File: src/rtl/sram_port_arbiter_if.sv
// Requester-side bundle for sram_port_arbiter.
// master = compute requesters, slave = arbiter.
interface sram_port_arbiter_if #(
    parameter int N_REQ      = 2,
    parameter int ADDR_WIDTH = 8,
    parameter int DATA_WIDTH = 32
);
    logic [N_REQ-1:0]            wr_valid;
    logic [N_REQ-1:0]            wr_ready;
    logic [N_REQ*ADDR_WIDTH-1:0] wr_addr;
    logic [N_REQ*DATA_WIDTH-1:0] wr_data;
    logic [N_REQ-1:0]            rd_valid;
    logic [N_REQ-1:0]            rd_ready;
    logic [N_REQ*ADDR_WIDTH-1:0] rd_addr;
    logic [N_REQ-1:0]            rd_rvalid;
    logic [DATA_WIDTH-1:0]       rd_rdata;

    modport master (
        output wr_valid, wr_addr, wr_data,
        output rd_valid, rd_addr,
        input  wr_ready, rd_ready, rd_rvalid, rd_rdata
    );

    modport slave (
        input  wr_valid, wr_addr, wr_data,
        input  rd_valid, rd_addr,
        output wr_ready, rd_ready, rd_rvalid, rd_rdata
    );
endinterface

File: src/rtl/sram_port_arbiter.sv
// 1W1R SRAM sharer: zero-fill after reset, then per-port round-robin.
// Optional SRAM_ARB_FWD_EN: same-cycle write->read forwarding on collision.
module sram_port_arbiter #(
    parameter int DATA_WIDTH = 32,
    parameter int ADDR_WIDTH = 8,
    parameter int N_REQ      = 2
) (
    input  logic                  clk,
    input  logic                  rst_n,
    sram_port_arbiter_if.slave    bus,
    output logic                  init_done,
    output logic                  sram_csb0,
    output logic [ADDR_WIDTH-1:0] sram_addr0,
    output logic [DATA_WIDTH-1:0] sram_din0,
    output logic                  sram_csb1,
    output logic [ADDR_WIDTH-1:0] sram_addr1,
    input  logic [DATA_WIDTH-1:0] sram_dout1
);
    localparam int IW = $clog2(N_REQ);
    localparam logic [N_REQ-1:0] ONE = 1;

    typedef enum logic {INIT, RUN} state_t;

    state_t                state, state_nxt;
    logic [ADDR_WIDTH-1:0] cnt, cnt_nxt;
    logic                  run;
    logic [IW-1:0]         wr_ptr, rd_ptr;
    logic [IW:0]           wr_pick, rd_pick;
    logic                  wr_go, rd_go;
    logic [IW-1:0]         wr_gi, rd_gi;
    logic                  s1_v, s2_v;
    logic [IW-1:0]         s1_i, s2_i;
    logic [DATA_WIDTH-1:0] rd_src;

    // First valid index scanning upward from p with wrap; MSB = found.
    function automatic logic [IW:0] rr_pick(
        input logic [N_REQ-1:0] v,
        input logic [IW-1:0]    p
    );
        logic [IW:0] r;
        int          j;
        r = '0;
        for (int k = N_REQ - 1; k >= 0; k--) begin
            j = int'(p) + k;
            if (j >= N_REQ) j = j - N_REQ;
            if (v[j[IW-1:0]]) r = {1'b1, j[IW-1:0]};
        end
        return r;
    endfunction

    function automatic logic [IW-1:0] rr_next(input logic [IW-1:0] g);
        return (int'(g) == N_REQ - 1) ? '0 : g + 1'b1;
    endfunction

    // FSM state and init address counter
    always_ff @(posedge clk or negedge rst_n) begin
        if (!rst_n) begin
            state <= INIT;
            cnt   <= '0;
        end else begin
            state <= state_nxt;
            cnt   <= cnt_nxt;
        end
    end

    // Walk every address once, then stay in RUN until reset
    always_comb begin
        state_nxt = state;
        cnt_nxt   = cnt;
        if (state == INIT) begin
            cnt_nxt = cnt + 1'b1;
            if (&cnt) state_nxt = RUN;
        end
    end

    assign run     = (state == RUN);
    assign wr_pick = rr_pick(bus.wr_valid, wr_ptr);
    assign rd_pick = rr_pick(bus.rd_valid, rd_ptr);
    assign wr_go   = run & wr_pick[IW];
    assign rd_go   = run & rd_pick[IW];
    assign wr_gi   = wr_pick[IW-1:0];
    assign rd_gi   = rd_pick[IW-1:0];

    assign bus.wr_ready = wr_go ? (ONE << wr_gi) : '0;
    assign bus.rd_ready = rd_go ? (ONE << rd_gi) : '0;

    // Round-robin pointers advance past the winner only on a transfer
    always_ff @(posedge clk or negedge rst_n) begin
        if (!rst_n) begin
            wr_ptr <= '0;
            rd_ptr <= '0;
        end else begin
            if (wr_go) wr_ptr <= rr_next(wr_gi);
            if (rd_go) rd_ptr <= rr_next(rd_gi);
        end
    end

    // Write pin register: zero-fill during INIT, granted request in RUN
    always_ff @(posedge clk or negedge rst_n) begin
        if (!rst_n) begin
            sram_csb0  <= 1'b1;
            sram_addr0 <= '0;
            sram_din0  <= '0;
        end else if (!run) begin
            sram_csb0  <= 1'b0;
            sram_addr0 <= cnt;
            sram_din0  <= '0;
        end else if (wr_go) begin
            sram_csb0  <= 1'b0;
            sram_addr0 <= bus.wr_addr[int'(wr_gi)*ADDR_WIDTH +: ADDR_WIDTH];
            sram_din0  <= bus.wr_data[int'(wr_gi)*DATA_WIDTH +: DATA_WIDTH];
        end else begin
            sram_csb0  <= 1'b1;
        end
    end

    // Read pin register
    always_ff @(posedge clk or negedge rst_n) begin
        if (!rst_n) begin
            sram_csb1  <= 1'b1;
            sram_addr1 <= '0;
        end else if (rd_go) begin
            sram_csb1  <= 1'b0;
            sram_addr1 <= bus.rd_addr[int'(rd_gi)*ADDR_WIDTH +: ADDR_WIDTH];
        end else begin
            sram_csb1  <= 1'b1;
        end
    end

`ifdef SRAM_ARB_FWD_EN
    logic                  fwd_hit;
    logic [DATA_WIDTH-1:0] fwd_data;

    // Note a write/read collision on the pins; it resolves one edge later
    always_ff @(posedge clk or negedge rst_n) begin
        if (!rst_n) begin
            fwd_hit  <= 1'b0;
            fwd_data <= '0;
        end else begin
            fwd_hit  <= !sram_csb0 && !sram_csb1 &&
                        (sram_addr0 == sram_addr1);
            fwd_data <= sram_din0;
        end
    end

    assign rd_src = fwd_hit ? fwd_data : sram_dout1;
`else
    assign rd_src = sram_dout1;
`endif

    // Two-deep tag pipeline and registered read response
    always_ff @(posedge clk or negedge rst_n) begin
        if (!rst_n) begin
            s1_v          <= 1'b0;
            s1_i          <= '0;
            s2_v          <= 1'b0;
            s2_i          <= '0;
            bus.rd_rvalid <= '0;
            bus.rd_rdata  <= '0;
        end else begin
            s1_v          <= rd_go;
            s1_i          <= rd_gi;
            s2_v          <= s1_v;
            s2_i          <= s1_i;
            bus.rd_rvalid <= s2_v ? (ONE << s2_i) : '0;
            if (s2_v) bus.rd_rdata <= rd_src;
        end
    end

    // init_done follows RUN by one cycle
    always_ff @(posedge clk or negedge rst_n) begin
        if (!rst_n) init_done <= 1'b0;
        else        init_done <= run;
    end
endmodule

File: src/flat_wrapper.sv
// flat-port wrapper written by rule: the top's interface ports become plain ports
module sram_port_arbiter_flat 
#(
    parameter int DATA_WIDTH = 32,
    parameter int ADDR_WIDTH = 8,
    parameter int N_REQ      = 2
)
  (clk, rst_n, init_done, sram_csb0, sram_addr0, sram_din0, sram_csb1, sram_addr1, sram_dout1, bus_wr_valid, bus_wr_addr, bus_wr_data, bus_rd_valid, bus_rd_addr, bus_wr_ready, bus_rd_ready, bus_rd_rvalid, bus_rd_rdata);
  sram_port_arbiter_if #(.N_REQ(N_REQ), .ADDR_WIDTH(ADDR_WIDTH), .DATA_WIDTH(DATA_WIDTH)) bus_i ();
  input  logic clk;
  input  logic rst_n;
  output logic init_done;
  output logic sram_csb0;
  output logic [ADDR_WIDTH-1:0] sram_addr0;
  output logic [DATA_WIDTH-1:0] sram_din0;
  output logic sram_csb1;
  output logic [ADDR_WIDTH-1:0] sram_addr1;
  input  logic [DATA_WIDTH-1:0] sram_dout1;
  input wire logic [$bits(bus_i.wr_valid)-1:0] bus_wr_valid;
  input wire logic [$bits(bus_i.wr_addr)-1:0] bus_wr_addr;
  input wire logic [$bits(bus_i.wr_data)-1:0] bus_wr_data;
  input wire logic [$bits(bus_i.rd_valid)-1:0] bus_rd_valid;
  input wire logic [$bits(bus_i.rd_addr)-1:0] bus_rd_addr;
  output wire logic [$bits(bus_i.wr_ready)-1:0] bus_wr_ready;
  output wire logic [$bits(bus_i.rd_ready)-1:0] bus_rd_ready;
  output wire logic [$bits(bus_i.rd_rvalid)-1:0] bus_rd_rvalid;
  output wire logic [$bits(bus_i.rd_rdata)-1:0] bus_rd_rdata;
  assign bus_i.wr_valid = bus_wr_valid;
  assign bus_i.wr_addr = bus_wr_addr;
  assign bus_i.wr_data = bus_wr_data;
  assign bus_i.rd_valid = bus_rd_valid;
  assign bus_i.rd_addr = bus_rd_addr;
  assign bus_wr_ready = bus_i.wr_ready;
  assign bus_rd_ready = bus_i.rd_ready;
  assign bus_rd_rvalid = bus_i.rd_rvalid;
  assign bus_rd_rdata = bus_i.rd_rdata;
  sram_port_arbiter #(.DATA_WIDTH(DATA_WIDTH), .ADDR_WIDTH(ADDR_WIDTH), .N_REQ(N_REQ)) u_core (.clk(clk), .rst_n(rst_n), .bus(bus_i), .init_done(init_done), .sram_csb0(sram_csb0), .sram_addr0(sram_addr0), .sram_din0(sram_din0), .sram_csb1(sram_csb1), .sram_addr1(sram_addr1), .sram_dout1(sram_dout1));
endmodule
File: config.mk
export PLATFORM = sky130hd
export DESIGN_NAME = sram_port_arbiter_flat
export DESIGN_NICKNAME = d
export VERILOG_FILES = /design/src/rtl/sram_port_arbiter_if.sv /design/src/rtl/sram_port_arbiter.sv /design/src/flat_wrapper.sv
export SDC_FILE = /design/constraint.sdc
export NUM_CORES = 1
export LEC_CHECK = 0
export ABC_AREA = 1
export CORE_ASPECT_RATIO = 0.5
export CORE_MARGIN = 1
export CORE_UTILIZATION = 30
export CTS_BUF_LIST = sky130_fd_sc_hd__clkbuf_8
export DETAILED_ROUTE_END_ITERATION = 10
export SETUP_SLACK_MARGIN = 0.1
export SLEW_MARGIN = 5
export SYNTH_ARGS = -nofsm -noshare
export SYNTH_HDL_FRONTEND = slang
export SYNTH_SLANG_ARGS = --single-unit
File: constraint.sdc
create_clock -name clk -period 1.4 [get_ports clk]
set_input_delay 0.28 -clock clk [delete_from_list [all_inputs] [get_ports clk]]
set_output_delay 0.28 -clock clk [all_outputs]
set_load 0.005 [all_outputs]
==> results of run 1 <==
## registers in the layout, indices dropped and copies added (netlist names)
signal / flops
u_core.bus.rd_rdata: 32
u_core.run: 1
u_core.s1_v: 1
u_core.sram_csb1: 1
u_core.cnt: 8
u_core.sram_csb0: 1
u_core.sram_addr1: 8
u_core.init_done: 1
u_core.rd_ptr: 1
u_core.s2_v: 1
u_core.sram_din0: 32
u_core.bus.rd_rvalid: 2
u_core.sram_addr0: 8
u_core.s1_i: 1
u_core.s2_i: 1
u_core.wr_ptr: 1
## per-stage QoR
stage / cell area [um2] / hold WS [ns]
final: 7870 / 0.296
after global routing: 7870 / 0.292
after CTS: 7740 / 0.284
after detailed placement: 7240 / 0.142
after global placement: 7240 / 0.141
after floorplan: 4690 / -0.0156
## synthesized netlist by cell type
cell      number  share of area (%)
nand2_1      247                 20
dfrtp_1       98                 52
nand3_1       66                7.0
inv_1         62                5.0
nand3b_1      40                6.4
clkbuf_1      15                1.2
buf_2         10                1.1
nor2_1        10               0.80
nand4_1        9                1.2
buf_4          6               0.96
o21ai_0        4               0.43
xor2_1         3               0.56
buf_1          2               0.16
dfstp_2        2                1.1
inv_2          2               0.16
nand2_2        2               0.27
nor2_4         2               0.48
a21oi_1        1               0.11
ha_1           1               0.27
nor3_1         1               0.11
nor3_4         1               0.35
or2_2          1               0.13
xnor2_1        1               0.19
## critical path, stage by stage, from the launching register on
cell and delay, ns:
dfrtp_1 0.41, inv_4 0.05, buf_6 0.13, buf_6 0.11, nor2_2 0.07, buf_2 0.11
## cells by family (layout without fill, tap and decap cells)
logic type	Yosys count	in the layout	synth area share (%)
compound gates	5	5	0.533
xor+xnor	4	4	0.747
fa+ha+maj	1	1	0.267
buf+inv	97	378	8.51
flops	100	100	53.4
simple gates	379	379	36.5
## power breakdown
part / total, mW / switching (mW) / leakage (nW) / internal (mW)
Sequential: 3.03 / 0.0454 / 1.27 / 2.98
Combinational: 0.949 / 0.367 / 2.83 / 0.582
Clock: 1.67 / 1.03 / 0.0882 / 0.641
Total: 5.65 / 1.45 / 4.19 / 4.20
## what timing repair did
item / in CTS / in global routing
cloned: 4 / 1
hold buffers: 1 / 0
buffers inserted: 16 / 29
setup endpoints to repair: 131 / 104
resized for setup: 249 / 79
hold endpoints to repair: 10 / 0
pin swaps: 32 / 8
## layer usage
| layer | GRT usage (%) | share of wire (%) | vias up |
|---|---|---|---|
| li1 | - | - | 2362 |
| met1 | 23.9 | 43 | 2252 |
| met2 | 32.2 | 49 | 126 |
| met3 | 4.08 | 4.4 | 39 |
| met4 | 7.63 | 3.5 | 0 |
| met5 | 0 | 0 | - |
## layout make-up
type | count | area share [%]
Inverter | 64 | 3.12
Multi-Input combinational cell | 389 | 25.0
Clock buffer | 9 | 1.57
Clock inverter | 7 | 0.573
Sequential cell | 100 | 31.9
Timing Repair Buffer | 298 | 34.7
Tap cell | 198 | 3.15
## how the worst max path moves through the flow
stage               depth (start not counted)  slack (ns)                 startpoint         endpoint
floorplan                                   5        0.25  u_core.rd_ptr$_DFFE_PN0P_  bus_rd_ready[1]
global placement                            6       -0.49            bus_wr_valid[0]  bus_wr_ready[0]
detailed placement                          6       -0.51            bus_wr_valid[0]  bus_wr_ready[0]
CTS                                         6       -0.15       u_core.run$_DFF_PN0_  bus_wr_ready[0]
global route                                6       -0.18       u_core.run$_DFF_PN0_  bus_rd_ready[0]
finish                                      5       -0.12       u_core.run$_DFF_PN0_  bus_wr_ready[1]
==> flow_summary_export.csv, run 1 <==
group,metric,value,unit
cells_and_area,utilization,53.0,%
cells_and_area,area.sequential,2510,um2
synth,yosysWarnings,0,
synth,ys_seq_area_share,53.4,%
synth,avgSynthCellArea,8.00,um2
grt,grt_pass1_wl,24.2,mm
detailed_routing,routed_wl,15.5,mm
timing,fin_skew,0.0133,ns
critical_path,regToRegStartpoint,"u_core.run$_DFF_PN0_",
clock_network,numCtsBuffers,9,
timing,post-route-worst-setup-slack,-0.116,ns
grt,grt.total_usage,19.2,%
die,coreArea,14900,um2
detailed_routing,drc,0,
critical_path,reg2reg_to,"u_core.sram_din0[19]$_DFFE_PN0P_",
clock_network,clockBufferDepth,2,
hold_path,hold_class,"in2async",
clock_network,cts_root_buffer,"clkbuf_8",
timing,period_minus_slack,1.52,ns
clock_network,htreeDepth,3,
critical_path,worstPathArrival,1.24,ns
critical_path,rrSetupSlack,-0.10,ns
critical_path,criticalPathCategory,"reg2out",
clock_network,path_clk_slew,0.09,ns
cells_and_area,fin_cells,1065,
detailed_routing,drtAntennaViolNets,0,
placed_design,dp_hpwl,10.7,mm
timing,slew_headroom,72.5,%
synth,synthCells,586,
placed_design,post-place-ws,-0.515,ns
cells_and_area,multi_input_area,1970,um2
cells_and_area,n_fill_cell,1403,
critical_path,critPathLaunchType,"flip-flop",
placed_design,dp.cells,1001,
grt,grt_max_degree,50,
synth,netlist_area,4690,um2
synth,ys_seq_elements,100,
timing,period_share,108,%
detailed_routing,avgRoutedWirePerCell,14.5,um
cells_and_area,final_nets,997,
flow_run,drv_cap,0,
clock_network,cts_tree,"yes",
detailed_routing,vias,4779,
synth,synth_cell_type_count,23,
grt,grt_antenna_before_repair,0,
timing,setup_viol,36,
cells_and_area,antenna_cells,0,
detailed_routing,first_pass_iters,7,
detailed_routing,drt_iter0_markers,194,
clock_network,cts_sinks,100,
timing,tightest_slew,0.413,ns
grt,overflow,0,
placed_design,globalplace.congestion,0.800,
die,dieArea,16200,um2
timing,tns,-2.35,ns
cells_and_area,areaGrowthSynthToFinish,67.7,%
timing,hold_violations,0,
outcome,violations,"negative setup slack",
die,die_width,179,um
pwr,leakage,4.19,nW
die,fp.dieH,90.4,um
cells_and_area,mostFrequentLayoutCells,"205 x nand2_1, 128 x clkdlybuf4s50_1, 97 x dfrtp_1",
cells_and_area,final_common_cell,"nand2_1",
placed_design,io_buffer_count,222,
die,ios,223,
critical_path,crit_path_end_kind,"output port",
critical_path,worstRegToRegCells,9,
outcome,outcome,"complete, but fails checks",
clock_network,insertion_delay,0.37,ns
pwr,power_density,718,nW/um2
grt,grt_pass1_vias,4619,
die,initial_core_util,31.6,%
pwr,power,5.65,mW
timing,rsz0062_at_grt,"true",
detailed_routing,vias_per_cell,4.49,
timing,drv_slew,0,
critical_path,cp.required,1.12,ns
critical_path,path_max_fanout,3,
cells_and_area,layout-drive-gt1-share,23.1,%
timing,clock.fmax,660,MHz
pwr,peakVddDrop,441,uV
die,fp-row-count,31,
synth,syn_nets,721,
Note: power is estimated with default switching activity, not from simulation.
==> run 2, diff against run 1 <==
--- a/config.mk
+++ b/config.mk
@@ -7,7 +7,6 @@
 export LEC_CHECK = 0
 export ABC_AREA = 1
 export CORE_ASPECT_RATIO = 0.5
-export CORE_MARGIN = 1
 export CORE_UTILIZATION = 30
 export CTS_BUF_LIST = sky130_fd_sc_hd__clkbuf_8
 export DETAILED_ROUTE_END_ITERATION = 10
==> constraint.sdc (replaced) <==
create_clock -name clk -period 1.71 [get_ports clk]
set_input_delay 0.342 -clock clk [delete_from_list [all_inputs] [get_ports clk]]
set_output_delay 0.342 -clock clk [all_outputs]
set_load 0.005 [all_outputs]
==> run 2 against run 1 <==
  * The run now ends clean
  * Wire length shrank 4.0%
  * Worst hold slack improved by 0.065 ns
  * Sequential cell count unchanged
  * Critical path depth is 1 higher
  * Clock power barely moved
  * Critical endpoint is now bus_rd_ready[0]
  * Largest power group unchanged
==> flow_summary_export.csv, run 2 (synthesis results as in run 1) <==
group,metric,value,unit
detailed_routing,routed_wl,14.9,mm
timing,clock.fmax,618,MHz
hold_path,min-delay-start,"u_core.s1_i$_DFF_PN0_",
clock_network,cts_sinks,100,
timing,setup_viol,0,
grt,grt_max_degree,42,
clock_network,insertion_delay,0.38,ns
critical_path,crit_start,"u_core.run$_DFF_PN0_",
cells_and_area,area.sequential,2500,um2
grt,grt_pass1_wl,23.7,mm
placed_design,globalplace.congestion,0.809,
critical_path,crit_buf_inv,4,
critical_path,slowest_stage,"dfrtp_1",
pwr,clkPwrFrac,33.8,%
timing,period_share,94.6,%
pwr,leakage,4.10,nW
detailed_routing,wl_met3,711,um
detailed_routing,avgRoutedWirePerCell,14.4,um
clock_network,htreeDepth,3,
critical_path,crit_family,"flip-flops",
pwr,comb_power_share,15.4,%
timing,tightest_slew,0.465,ns
clock_network,numCtsBuffers,9,
pwr,cell_internal_pwr,3.61,mW
critical_path,critPathMaxStageDelay,0.40,ns
cells_and_area,n_fill_cell,1430,
pwr,power,4.87,mW
grt,grt_pass1_vias,4585,
cells_and_area,reg_top3,"u_core.bus.rd_rdata: 32 flops, u_core.sram_din0: 32 flops",
timing,drv_slew,0,
pwr,power_density,648,nW/um2
detailed_routing,first_pass_iters,4,
critical_path,criticalPathCategory,"reg2out",
critical_path,cp.required,1.37,ns
cells_and_area,areaGrowthSynthToFinish,60.0,%
grt,overflow,0,
cells_and_area,mostFrequentLayoutCells,"244 x nand2_1, 130 x clkdlybuf4s50_1, 98 x dfrtp_1",
detailed_routing,vias_per_cell,4.49,
detailed_routing,vias,4628,
detailed_routing,top_layer,"met4",
clock_network,clockBufferDepth,2,
timing,fin_skew,0.0113,ns
placed_design,post-place-ws,-0.347,ns
detailed_routing,drc,0,
placed_design,dp_hpwl,10.7,mm
timing,post-route-worst-setup-slack,0.0928,ns
die,coreArea,14900,um2
pwr,sequentialPowerShare,50.9,%
critical_path,worstPathArrival,1.28,ns
timing,rsz0062_at_grt,"true",
die,initial_core_util,31.6,%
pwr,switching_share,25.8,%
detailed_routing,drt_iter0_markers,197,
clock_network,path_clk_slew,0.10,ns
cells_and_area,final_common_cell,"nand2_1",
critical_path,crit_chain,"inv_4, buf_12, nor2_4, nand2_2, inv_2, buf_6",
die,ios,223,
die,die_width,179,um
cells_and_area,multi_input_area,1800,um2
die,fp.dieH,90.4,um
cells_and_area,antenna_cells,0,
outcome,outcome,"complete, no violations",
hold_path,hold_class,"reg2reg",
critical_path,crit_path_end_kind,"output port",
grt,grt_antenna_before_repair,0,
cells_and_area,final_nets,963,
critical_path,path_max_fanout,4,
clock_network,cts_tree,"yes",
cells_and_area,layout-drive-gt1-share,9.60,%
pwr,switchingPower,1.25,mW
placed_design,io_buffer_count,222,
detailed_routing,drtAntennaViolNets,0,
detailed_routing,drt-met1-wl,6.23,mm
pwr,peakVddDrop,313,uV
die,fp-row-count,31,
timing,period_minus_slack,1.62,ns
critical_path,critPathLaunchType,"flip-flop",
clock_network,cts_root_buffer,"clkbuf_8",
critical_path,regToRegStartpoint,"u_core.run$_DFF_PN0_",
timing,slew_headroom,69.0,%
die,dieArea,16200,um2
detailed_routing,wl_met2,7.60,mm
flow_run,drv_cap,0,
timing,hold_violations,0,
grt,grt.total_usage,18.7,%
[run 2: cell types whose count changed in the layout (fill, tap and decap cells not counted), moves of 7 or more]
| cell | before | now |
|---|---|---|
| dlymetal6s2s_1 | 0 | 7 |
| buf_4 | 56 | 37 |
| buf_6 | 11 | 4 |
| dlygate4sd2_1 | 3 | 79 |
| clkbuf_2 | 37 | 0 |
| nand2_1 | 205 | 244 |
| nand2_4 | 9 | 0 |
| clkdlybuf4s15_1 | 43 | 0 |
| nand2_2 | 35 | 5 |
[run 2: metrics by stage]
stage | setup TNS [ns] | instances | utilization [%] | area, um2 | hold WS [ns]
floorplan | 0 | 586 | - | 4690 | 0.0464
CTS | 0 | 1029 | 50.2 | 7450 | 0.358
finish | 0 | 1031 | 50.5 | 7510 | 0.361
global placement | -2.77 | 1001 | 48.7 | 7230 | 0.309
global route | 0 | 1031 | 50.5 | 7510 | 0.375
detailed placement | -3.69 | 1001 | 48.7 | 7230 | 0.313
[run 2: worst paths after layout]
check,to,slack (ns),cells after the start
setup / recovery,bus_rd_ready[0],0.09,6
hold / removal,u_core.s2_i$_DFF_PN0_,0.36,0
setup reg to reg,u_core.sram_addr0[0]$_DFFE_PN0P_,0.18,7
hold reg to reg,u_core.s2_i$_DFF_PN0_,0.36,0
max in group asynchronous,u_core.sram_din0[9]$_DFFE_PN0P_,0.73,3
min in group asynchronous,u_core.sram_din0[28]$_DFFE_PN0P_,0.44,2
[run 2: what timing repair did]
action	CTS	global route
buffers inserted	11	2
endpoints found under the hold margin	24	0
pin swaps	4	5
setup endpoints to repair	82	14
hold buffers	1	0
resized for setup	102	13
[run 2: area by class of cell]
cell class	count	share of cell area (%)
timing repair buffer	264	33.2
multi-input combinational	389	24.0
inverter	64	3.23
clock buffer	9	1.65
clock inverter	7	1.25
sequential	100	33.4
tap	198	3.30
[run 2: per-layer routing]
| layer | vias to the layer above | global-route usage [%] |
|---|---|---|
| met4 | 0 | 6.85 |
| met3 | 25 | 3.58 |
| met5 | - | 0 |
| met1 | 2187 | 22.2 |
| met2 | 120 | 33.5 |
| li1 | 2296 | - |
[run 2: worst reg2reg max path, stage by stage, from the launching register on]
cell     delay (ns)
dfrtp_1        0.40
inv_4          0.06
buf_6          0.11
nor2_4         0.11
buf_4          0.12
buf_4          0.40
nand3_1        0.16
nand2_1        0.09
[run 2: power groups by stage]
stage	registers (mW)	clock network, mW	logic (mW)
4_1_cts	2.48	1.72	0.758
3_5_place_dp	2.52	0	0.783
3_3_place_gp	2.52	0	0.778
2_1_floorplan	2.53	0	0.209
6_report	2.47	1.64	0.749
5_1_grt	2.49	1.81	0.827
